## src/rtl/pc_pkg.sv

```systemverilog
// Shared definitions for the program-counter fetch unit.
//   cause_e     : redirect cause, a larger encoding means a higher priority
//   INSTR_BYTES : sequential fetch stride in bytes
//   new_wins()  : decides whether a fresh redirect may replace a held one
package pc_pkg;

    typedef enum logic [2:0] {
        CAUSE_NONE = 3'd0,
        CAUSE_JR   = 3'd1,
        CAUSE_JMP  = 3'd2,
        CAUSE_BR   = 3'd3,
        CAUSE_EXC  = 3'd4
    } cause_e;

    localparam int INSTR_BYTES = 4;

    // The newer redirect belongs to the younger instruction stream and normally
    // replaces the held one. The exception is a held exception, which must not
    // be dropped in favour of an ordinary control-flow change.
    function automatic logic new_wins(input cause_e pend_cause, input cause_e new_cause);
        return !(pend_cause == CAUSE_EXC && new_cause != CAUSE_EXC);
    endfunction

endpackage

```

## src/rtl/pc_fetch_unit_target_calc.sv

```systemverilog
// Combinational redirect-target selection for the fetch unit.
// Inputs : pc (current fetch address), branch/offset, jmp/target,
//          jr/jr_addr, exc
// Outputs: tgt_addr (selected redirect address), cause (selected cause,
//          CAUSE_NONE when nothing redirects), misaligned (jr target not
//          word aligned)
module pc_target_calc
    import pc_pkg::*;
#(
    parameter int                ADDR_W    = 32,
    parameter logic [ADDR_W-1:0] IMEM_BASE = ADDR_W'(32'h0040_0000),
    parameter logic [ADDR_W-1:0] EXC_VEC   = ADDR_W'(32'h0000_0180)
) (
    input  logic [ADDR_W-1:0] pc,
    input  logic              branch,
    input  logic [15:0]       offset,
    input  logic              jmp,
    input  logic [25:0]       target,
    input  logic              jr,
    input  logic [ADDR_W-1:0] jr_addr,
    input  logic              exc,
    output logic [ADDR_W-1:0] tgt_addr,
    output cause_e            cause,
    output logic              misaligned
);

    if (ADDR_W < 28 || ADDR_W > 64) begin : g_bad_width
        $error("pc_target_calc: ADDR_W must lie in 28..64");
    end

    logic [ADDR_W-1:0] br_tgt;
    logic [ADDR_W-1:0] jmp_abs;
    logic [ADDR_W-1:0] jmp_tgt;
    logic [ADDR_W-1:0] jr_tgt;

    always_comb begin
        // NOTE: every output gets a default before the priority chain so no
        // path through the if/else leaves a value unassigned (no latch).
        tgt_addr   = '0;
        cause      = CAUSE_NONE;
        misaligned = jr && (jr_addr[1:0] != 2'b00);

        br_tgt = pc + ADDR_W'(INSTR_BYTES)
               + ({{(ADDR_W-16){offset[15]}}, offset} << 2);

        // Jump keeps the PC region above bit 27 and replaces the low 28 bits.
        // Written as a partial overwrite so it also holds for ADDR_W == 28.
        jmp_abs       = pc;
        jmp_abs[27:0] = {target, 2'b00};
        jmp_tgt       = jmp_abs - IMEM_BASE;

        jr_tgt = jr_addr - IMEM_BASE;

        if (exc || misaligned) begin
            tgt_addr = EXC_VEC;
            cause    = CAUSE_EXC;
        end else if (branch) begin
            tgt_addr = br_tgt;
            cause    = CAUSE_BR;
        end else if (jmp) begin
            tgt_addr = jmp_tgt;
            cause    = CAUSE_JMP;
        end else if (jr) begin
            tgt_addr = jr_tgt;
            cause    = CAUSE_JR;
        end
    end

endmodule

```

## src/rtl/pc_fetch_unit.sv

```systemverilog
// Program-counter unit with fetch handshake, stall and held redirects.
// Inputs : clk, rst (sync, active-high), stall, fetch_ready,
//          branch/offset, jmp/target, jr/jr_addr, exc
// Outputs: pc_value (fetch address), pc_valid (fetch request valid),
//          epc (pc at exception entry), addr_err (misaligned jr pulse),
//          redirect_taken (pc loaded from a non-sequential source)
// All outputs come straight from flops.
module pc_fetch_unit
    import pc_pkg::*;
#(
    parameter int                ADDR_W    = 32,
    parameter logic [ADDR_W-1:0] RESET_VEC = '0,
    parameter logic [ADDR_W-1:0] IMEM_BASE = ADDR_W'(32'h0040_0000),
    parameter logic [ADDR_W-1:0] EXC_VEC   = ADDR_W'(32'h0000_0180)
) (
    input  logic              clk,
    input  logic              rst,
    input  logic              stall,
    input  logic              fetch_ready,
    input  logic              branch,
    input  logic [15:0]       offset,
    input  logic              jmp,
    input  logic [25:0]       target,
    input  logic              jr,
    input  logic [ADDR_W-1:0] jr_addr,
    input  logic              exc,
    output logic [ADDR_W-1:0] pc_value,
    output logic              pc_valid,
    output logic [ADDR_W-1:0] epc,
    output logic              addr_err,
    output logic              redirect_taken
);

    logic [ADDR_W-1:0] pc_q, pc_d;
    logic              valid_q, valid_d;
    logic [ADDR_W-1:0] epc_q, epc_d;
    logic              addr_err_q, addr_err_d;
    logic              redir_q, redir_d;
    logic              pend_valid_q, pend_valid_d;
    logic [ADDR_W-1:0] pend_addr_q, pend_addr_d;
    cause_e            pend_cause_q, pend_cause_d;

    logic [ADDR_W-1:0] calc_tgt;
    cause_e            calc_cause;
    logic              calc_misaligned;

    logic              advance;
    logic              new_redir;
    logic              sel_valid;
    logic [ADDR_W-1:0] sel_addr;
    cause_e            sel_cause;

    pc_target_calc #(
        .ADDR_W    (ADDR_W),
        .IMEM_BASE (IMEM_BASE),
        .EXC_VEC   (EXC_VEC)
    ) u_target_calc (
        .pc         (pc_q),
        .branch     (branch),
        .offset     (offset),
        .jmp        (jmp),
        .target     (target),
        .jr         (jr),
        .jr_addr    (jr_addr),
        .exc        (exc),
        .tgt_addr   (calc_tgt),
        .cause      (calc_cause),
        .misaligned (calc_misaligned)
    );

    always_comb begin
        advance   = valid_q && fetch_ready && !stall;
        new_redir = (calc_cause != CAUSE_NONE);
        sel_valid = new_redir || pend_valid_q;

        // Choose between this cycle's redirect and the held one.
        sel_addr  = calc_tgt;
        sel_cause = calc_cause;
        if (pend_valid_q && !(new_redir && new_wins(pend_cause_q, calc_cause))) begin
            sel_addr  = pend_addr_q;
            sel_cause = pend_cause_q;
        end

        pc_d         = pc_q;
        valid_d      = 1'b1;
        redir_d      = 1'b0;
        addr_err_d   = calc_misaligned;
        pend_valid_d = pend_valid_q;
        pend_addr_d  = pend_addr_q;
        pend_cause_d = pend_cause_q;

        // epc records the address of the excepting fetch even while blocked.
        epc_d = (calc_cause == CAUSE_EXC) ? pc_q : epc_q;

        if (advance) begin
            if (sel_valid) begin
                pc_d         = sel_addr;
                redir_d      = 1'b1;
                pend_valid_d = 1'b0;
                pend_cause_d = CAUSE_NONE;
            end else begin
                pc_d = pc_q + ADDR_W'(INSTR_BYTES);
            end
        end else if (sel_valid) begin
            // Blocked: park the winning redirect until the next advance.
            pend_valid_d = 1'b1;
            pend_addr_d  = sel_addr;
            pend_cause_d = sel_cause;
        end
    end

    always_ff @(posedge clk) begin
        if (rst) begin
            pc_q         <= RESET_VEC;
            valid_q      <= 1'b0;
            epc_q        <= '0;
            addr_err_q   <= 1'b0;
            redir_q      <= 1'b0;
            pend_valid_q <= 1'b0;
            pend_addr_q  <= '0;
            pend_cause_q <= CAUSE_NONE;
        end else begin
            // NOTE: non-blocking assignments so every flop samples the
            // pre-edge values of the others.
            pc_q         <= pc_d;
            valid_q      <= valid_d;
            epc_q        <= epc_d;
            addr_err_q   <= addr_err_d;
            redir_q      <= redir_d;
            pend_valid_q <= pend_valid_d;
            pend_addr_q  <= pend_addr_d;
            pend_cause_q <= pend_cause_d;
        end
    end

    assign pc_value       = pc_q;
    assign pc_valid       = valid_q;
    assign epc            = epc_q;
    assign addr_err       = addr_err_q;
    assign redirect_taken = redir_q;

endmodule

```

## config.mk

```make
export PLATFORM = sky130hd
export DESIGN_NAME = pc_fetch_unit
export DESIGN_NICKNAME = d
export VERILOG_FILES = /design/src/rtl/pc_pkg.sv /design/src/rtl/pc_fetch_unit_target_calc.sv /design/src/rtl/pc_fetch_unit.sv
export SDC_FILE = /design/constraint.sdc
export NUM_CORES = 1
export LEC_CHECK = 0
export CORE_ASPECT_RATIO = 1.75
export CORE_MARGIN = 2
export CORE_UTILIZATION = 35
export DETAILED_ROUTE_END_ITERATION = 10
export HOLD_SLACK_MARGIN = 0.06
export SLEW_MARGIN = 10
export SYNTH_ARGS = -nofsm -noshare
export SYNTH_HDL_FRONTEND = slang
export SYNTH_SLANG_ARGS = --single-unit
export TNS_END_PERCENT = 30
```

## constraint.sdc

```tcl
create_clock -name clk -period 4.3 [get_ports clk]
set_input_delay 0.86 -clock clk [delete_from_list [all_inputs] [get_ports clk]]
set_output_delay 0.86 -clock clk [all_outputs]
set_load 0.01 [all_outputs]
```

==> flow_summary.yaml <==
setup_path:
  arrival_ps: 4220
  path_class: "reg2reg"
  crit_fanout: 9
  startpoint_type: "flop"
  endpoint_kind: "flop"
  cpPeakStageDelay_ps: 440
  slowest_stage: "dfxtp_1"
  path_cells: "ha_1 > nand3_1 > nor2_2 > and3_1 > nand4_1 > nor2_1 > xor2_1 > ha_1 > and3_1 > nand2_1 > nor2_1 > a221o_1 > a211oi_2 > xnor2_1 > a31oi_1 > o211ai_1"
  crit_required_ps: 4530
sta:
  layout_setup_ws_ps: 307
  hold_viol: 0
  rsz0062_at_grt: "false"
  skew_ps: 10.2
  setup_viol: 0
  max_freq_mhz: 250
  tightest_slew_ps: 721
  fin_tns_setup_ps: 0
  drv_slew: 0
  hold_slack_ps: 453
  post-route-period-util_pct: 92.9
  fin_crit_ps: 3990
  maxSlewHeadroom_pct: 51.9
drt:
  drtIter0Drc: 447
  wl_met1_mm: 10.2
  wl_met3_mm: 1.39
  drc_errors: 0
  routed_wl_mm: 27.5
  num_vias: 7585
  firstDrtPassIters: 5
  wl_met2_mm: 14.3
  highest_layer: "met4"
  antenna_left: 0
  routed_via_density: 5.78
  avgRoutedWirePerCell_um: 21.0
pwr:
  finalPower_mw: 2.50
  p_comb_share_pct: 24.2
  powerDensity_mw_per_mm2: 272
  peakVddDrop_mv: 0.246
  intPower_mw: 1.71
  p_seq_share_pct: 40.9
  clockPowerShare_pct: 34.9
  power_switching_uw: 787
  swShare_pct: 31.5
  p_leak_nw: 3.49
final_layout:
  antennaDiodeCount: 0
  fin_cells: 1313
  fin_nets: 1183
  syn2layout_area_growth_pct: 30.7
  final_common_cell: "clkdlybuf4s50_1"
  fin_util_pct: 46.5
  fillCellCount: 2000
  drive_above_1_share_pct: 7.30
  layout_common_cells: "146 x clkdlybuf4s50_1, 143 x nand2_1, 106 x a21oi_1"
  fin_area_mm2: 0.00918
synthesis:
  synth_cell_types: 65
  synth_ff_type: "dfxtp_1"
  yosysWarnings: 0
  netlist_instances: 930
  ys_ff_latch: 103
  synthesis.nets: 1050
  syn-cell-area_mm2: 0.00702
  syn_area_per_cell_um2: 7.55
  ys_seq_area_share_pct: 29.4
  synth_edf_count: 0
  async_flop_share_pct: 0
floorplanning:
  start_util_pct: 35.6
  die_x_um: 111
  coreArea_mm2: 0.0197
  die_area_mm2: 0.0213
  die_h_um: 191
  ioPinCount: 149
  fp-row-count: 68
clocking:
  numCtsBuffers: 9
  ctsRootBufferMaster: "clkbuf_16"
  htreeDepth: 3
  clkTransAtPathRegs_ps: 80
  cts_tree: "built"
  clockBufferDepth: 2
  clock_latency_ps: 350
  hold_buffers: 0
  clock_sinks: 103
place:
  portBuffers: 148
  dp_cells: 1295
  hpwl_mm: 20.6
  gp_congestion: 0.972
  placed_cell_area_mm2: 0.00884
  pre_cts_ws_ps: 198
global_route:
  grt_usage_pct: 25.2
  antenna_found_initial: 0
  grt_overflow: 0
  grt_pass1_wl_mm: 41.9
  grt_max_degree: 38
  grt_pass1_vias: 7587
min_path:
  hp-class: "reg2reg"
outcome:
  outcome: "complete, no violations"
job:
  max-cap-violations: 0
-- metal layers --
layer  global-route usage, %  vias to the layer above
met4                    15.1                        0
met5                       0                        -
li1                        -                     3644
met3                    2.76                       71
met2                    46.9                      278
met1                    27.1                     3592
-- sequential cells by signal (all words and copies together), names as in the netlist --
register,flops
addr_err,1
epc,32
pc_valid,1
pc_value,32
pend_addr_q,32
pend_cause_q,3
pend_valid_q,1
redirect_taken,1
-- synthesized netlist by cell type, types with 3 or more instances --
library cell / instances / share of area, %
and2_1: 4 / 0.36
a221oi_1: 31 / 3.9
mux2i_1: 3 / 0.43
buf_2: 9 / 0.64
ha_1: 37 / 6.6
and4_1: 5 / 0.62
nor2_1: 76 / 4.1
o21a_1: 5 / 0.53
o211ai_1: 5 / 0.53
or3_1: 7 / 0.62
o21ai_1: 23 / 1.6
nor2b_1: 8 / 0.71
xnor2_1: 38 / 4.7
nand3_1: 20 / 1.4
a21o_1: 7 / 0.75
a211oi_1: 17 / 1.8
o31ai_1: 6 / 0.64
a21oi_1: 106 / 7.6
nand4_1: 10 / 0.89
dfxtp_1: 103 / 29
a311oi_1: 3 / 0.37
buf_1: 6 / 0.32
inv_1: 18 / 0.96
o221ai_1: 4 / 0.50
o21ai_0: 34 / 2.4
xor2_1: 31 / 3.9
nor3_1: 16 / 1.1
a211o_1: 8 / 1.0
a31oi_1: 12 / 1.1
a221o_1: 9 / 1.3
nand2b_1: 4 / 0.36
nand2_1: 143 / 7.6
a22o_1: 11 / 1.4
a22oi_1: 8 / 0.86
o21bai_1: 4 / 0.43
clkbuf_1: 50 / 2.7
and3_1: 13 / 1.2
-- kinds of logic (layout without fill, tap and decap cells) --
family / count (synthesis) / in the layout / share of synthesized area (%)
XOR/XNOR: 69 / 69 / 8.61
buffers and inverters: 85 / 223 / 4.70
AO/OA/AOI/OAI: 313 / 313 / 29.6
AND/OR/NAND/NOR: 319 / 319 / 20.4
adder cells (fa/ha/maj): 38 / 38 / 6.88
multiplexers: 3 / 3 / 0.428
flip-flops: 103 / 103 / 29.4
-- repair_timing --
action                     CTS  global route
resized for setup            0             4
setup endpoints to repair    0            13
setup buffers                0             2
-- layout make-up --
type                       instances  area [um^2]  share of cell area (%)
clock buffer                      10          229                    2.50
clock inverter                     6         75.1                   0.818
inverter                          20         75.1                   0.818
multi-input combinational        742         4650                    50.7
sequential                       103         2060                    22.5
tap                              245          307                    3.34
timing repair buffer             187         1780                    19.4
-- critical path, delay by kind of cell (launching register included) --
family | cells | cell delay, ps
xor gates and xnor gates | 2 | 330
adders and majority gates | 2 | 640
and+or+nand+nor | 8 | 1490
DFF | 1 | 440
AOI/OAI and AO/OA | 4 | 960
-- power groups by stage --
stage	clock (mW)	sequential (mW)	combinational, mW
2_1_floorplan	0	1.05	0.321
3_3_place_gp	0	1.04	0.596
3_5_place_dp	0	1.04	0.597
4_1_cts	0.887	1.02	0.600
5_1_grt	0.920	1.03	0.654
6_report	0.872	1.02	0.604
-- worst paths after layout --
path / from / endpoint / slack, ps / cells past startpoint
max: pc_value[3] / pc_value[31] / 310 / 16
min: epc[1] / epc[1] / 450 / 2
max reg2reg: pc_value[3] / pc_value[31] / 310 / 16
min reg2reg: epc[1] / epc[1] / 450 / 2
Power figures use the tool's default switching activity.
==> variant: new RTL, same settings <==
`ADDR_W` is set to 32 in 2 places; all go to 28.
--- a/src/rtl/pc_fetch_unit_target_calc.sv
+++ b/src/rtl/pc_fetch_unit_target_calc.sv
@@ -7,7 +7,7 @@
 module pc_target_calc
     import pc_pkg::*;
 #(
-    parameter int                ADDR_W    = 32,
+    parameter int                ADDR_W    = 28,
     parameter logic [ADDR_W-1:0] IMEM_BASE = ADDR_W'(32'h0040_0000),
     parameter logic [ADDR_W-1:0] EXC_VEC   = ADDR_W'(32'h0000_0180)
 ) (
--- a/src/rtl/pc_fetch_unit.sv
+++ b/src/rtl/pc_fetch_unit.sv
@@ -8,7 +8,7 @@
 module pc_fetch_unit
     import pc_pkg::*;
 #(
-    parameter int                ADDR_W    = 32,
+    parameter int                ADDR_W    = 28,
     parameter logic [ADDR_W-1:0] RESET_VEC = '0,
     parameter logic [ADDR_W-1:0] IMEM_BASE = ADDR_W'(32'h0040_0000),
     parameter logic [ADDR_W-1:0] EXC_VEC   = ADDR_W'(32'h0000_0180)
Ports: changed (resized epc, jr_addr and pc_value); port bits go from 149 to 137. The function was not compared with the original's and may differ.
==> variant against the original RTL <==
Die area shrank 14%; clock power is 7.6% lower; count of clock-buffer cells in the layout is the same; non-clock buffer count is 17 lower; worst setup slack worse by 0.024 ns; synthesized area fell by 14%; routed wire length is 17% lower; cell area is 12% lower; total power is 9.7% lower; clock skew fell by 0.0036 ns; sequential cell count decreased by 12; highest routed layer unchanged.
==> variant: results (changes against the original RTL) <==
cells_and_area:
  fillers: 1712  # -14%
  fin_nets: 1032  # -13%
  utilization_pct: 47.5  # +1.0 points
place:
  io_buffers: 136  # -8.1%
  hpwl_mm: 17.5  # -15%
  dpl_cell_area_um2: 7710  # -13%
critical_path:
  rrSetupSlack_ns: 0.28  # -0.02 ns
  crit_fanout: 8  # -1
  cpPeakStageDelay_ns: 0.38  # -0.06 ns
  slowest_stage: "dfxtp_2"
global_routing:
  grt_use_total_pct: 24.9  # -0.25 points
  grt_max_degree: 73  # +92%
pwr:
  peakVddDrop_mv: 0.157  # -36%
  p_leak_nw: 3.02  # -14%
sta:
  skew_ns: 0.00656  # -0.00360 ns
  max_slew_margin_pct: 46.5  # -5.4 points
  fin_crit_ns: 4.02  # +0.0245 ns
  whs_ns: 0.449  # -0.00430 ns
route:
  vias_per_cell: 5.64  # -2.3%
  drt_iter0_drc: 395  # -12%
synthesis:
  synth-xor-area-share_pct: 7.69  # -0.92 points
  ys_seq_area_share_pct: 30.2  # +0.82 points
  synth_area_leaders: "dfxtp_1, a21oi_1, nand2_1"
  synthTopCellsByCount: "a21oi_1, nand2_1, dfxtp_1"
  syn_nets: 907  # -14%
  synth_cell_types: 71  # +9.2%
  synth_compound_area_share_pct: 29.8  # +0.15 points
outcome:
  status: "finished, final reports clean"
-- variant: cell types whose count changed in the layout (fill, tap and decap cells not counted), sizes merged, moves of 6 or more --
cell	change
nand2	-41
a22oi	+16
a221oi	-13
dfxtp	-12
a22o	-11
clkdlybuf4s50	-11
xor2	-11
ha	-9
and3	-8
o21ai	-8
a211o	-6
buf	-6
-- variant: layout make-up --
class	instances	share of cell area [%]
multi-input combinational	634	49.2
sequential	91	22.6
clock inverter	5	0.777
clock buffer	10	2.97
timing repair buffer	170	20.0
tap	227	3.53
inverter	19	0.886
-- variant: what timing repair did --
| item | CTS | global route |
|---|---|---|
| buffers inserted | 0 | 1 |
| endpoints found under the setup margin | 0 | 10 |
| gates resized for setup | 0 | 9 |
-- variant: kinds of logic (layout without fill, tap and decap cells) --
family | count (synthesis) | count (layout)
AO/OA/AOI/OAI | 275 | 275
adder cells (fa/ha/maj) | 29 | 29
XOR/XNOR | 53 | 53
multiplexers | 4 | 4
flip-flops | 91 | 91
AND/OR/NAND/NOR | 273 | 273
buffers and inverters | 75 | 204
-- variant: worst register-to-register path: stages (launching register included) --
cell,delay (ns)
dfxtp_2,0.38
ha_2,0.23
nand3_1,0.18
nor2_2,0.21
nand3_1,0.17
nor2_2,0.17
and2_2,0.22
and3_1,0.23
xor2_1,0.26
ha_2,0.38
and4_1,0.25
nor2b_1,0.16
nand2_1,0.07
nand3_1,0.09
a31oi_2,0.23
xor2_1,0.11
a311oi_2,0.33
a211oi_1,0.08
nor3_1,0.19
-- variant: metrics by stage --
step / power [mW] / instances
floorplan: 1.22 / 800
global placement: 1.46 / 1140
detailed placement: 1.47 / 1140
CTS: 2.27 / 1155
global route: 2.36 / 1156
finish: 2.26 / 1156
-- variant: per-layer routing --
layer	up-vias	track usage (%)	part of all wire, %
met1	3068	26.4	35
met5	-	0	0
li1	3154	-	-
met2	228	44.6	53
met3	75	2.56	3.8
met4	0	17.3	7.7
-- variant: worst paths after layout --
check | from | endpoint | cells past startpoint
worst max-delay path | pc_value[3] | pc_value[23] | 18
worst min-delay path | epc[1] | epc[1] | 2
worst max register to register | pc_value[3] | pc_value[23] | 18
worst min register to register | epc[1] | epc[1] | 2
-- variant: power by group --
part           internal (mW)  leakage, nW  switching [mW]
Combinational          0.242         2.14           0.299
Clock                  0.466        0.141           0.340
Sequential             0.878        0.742          0.0311
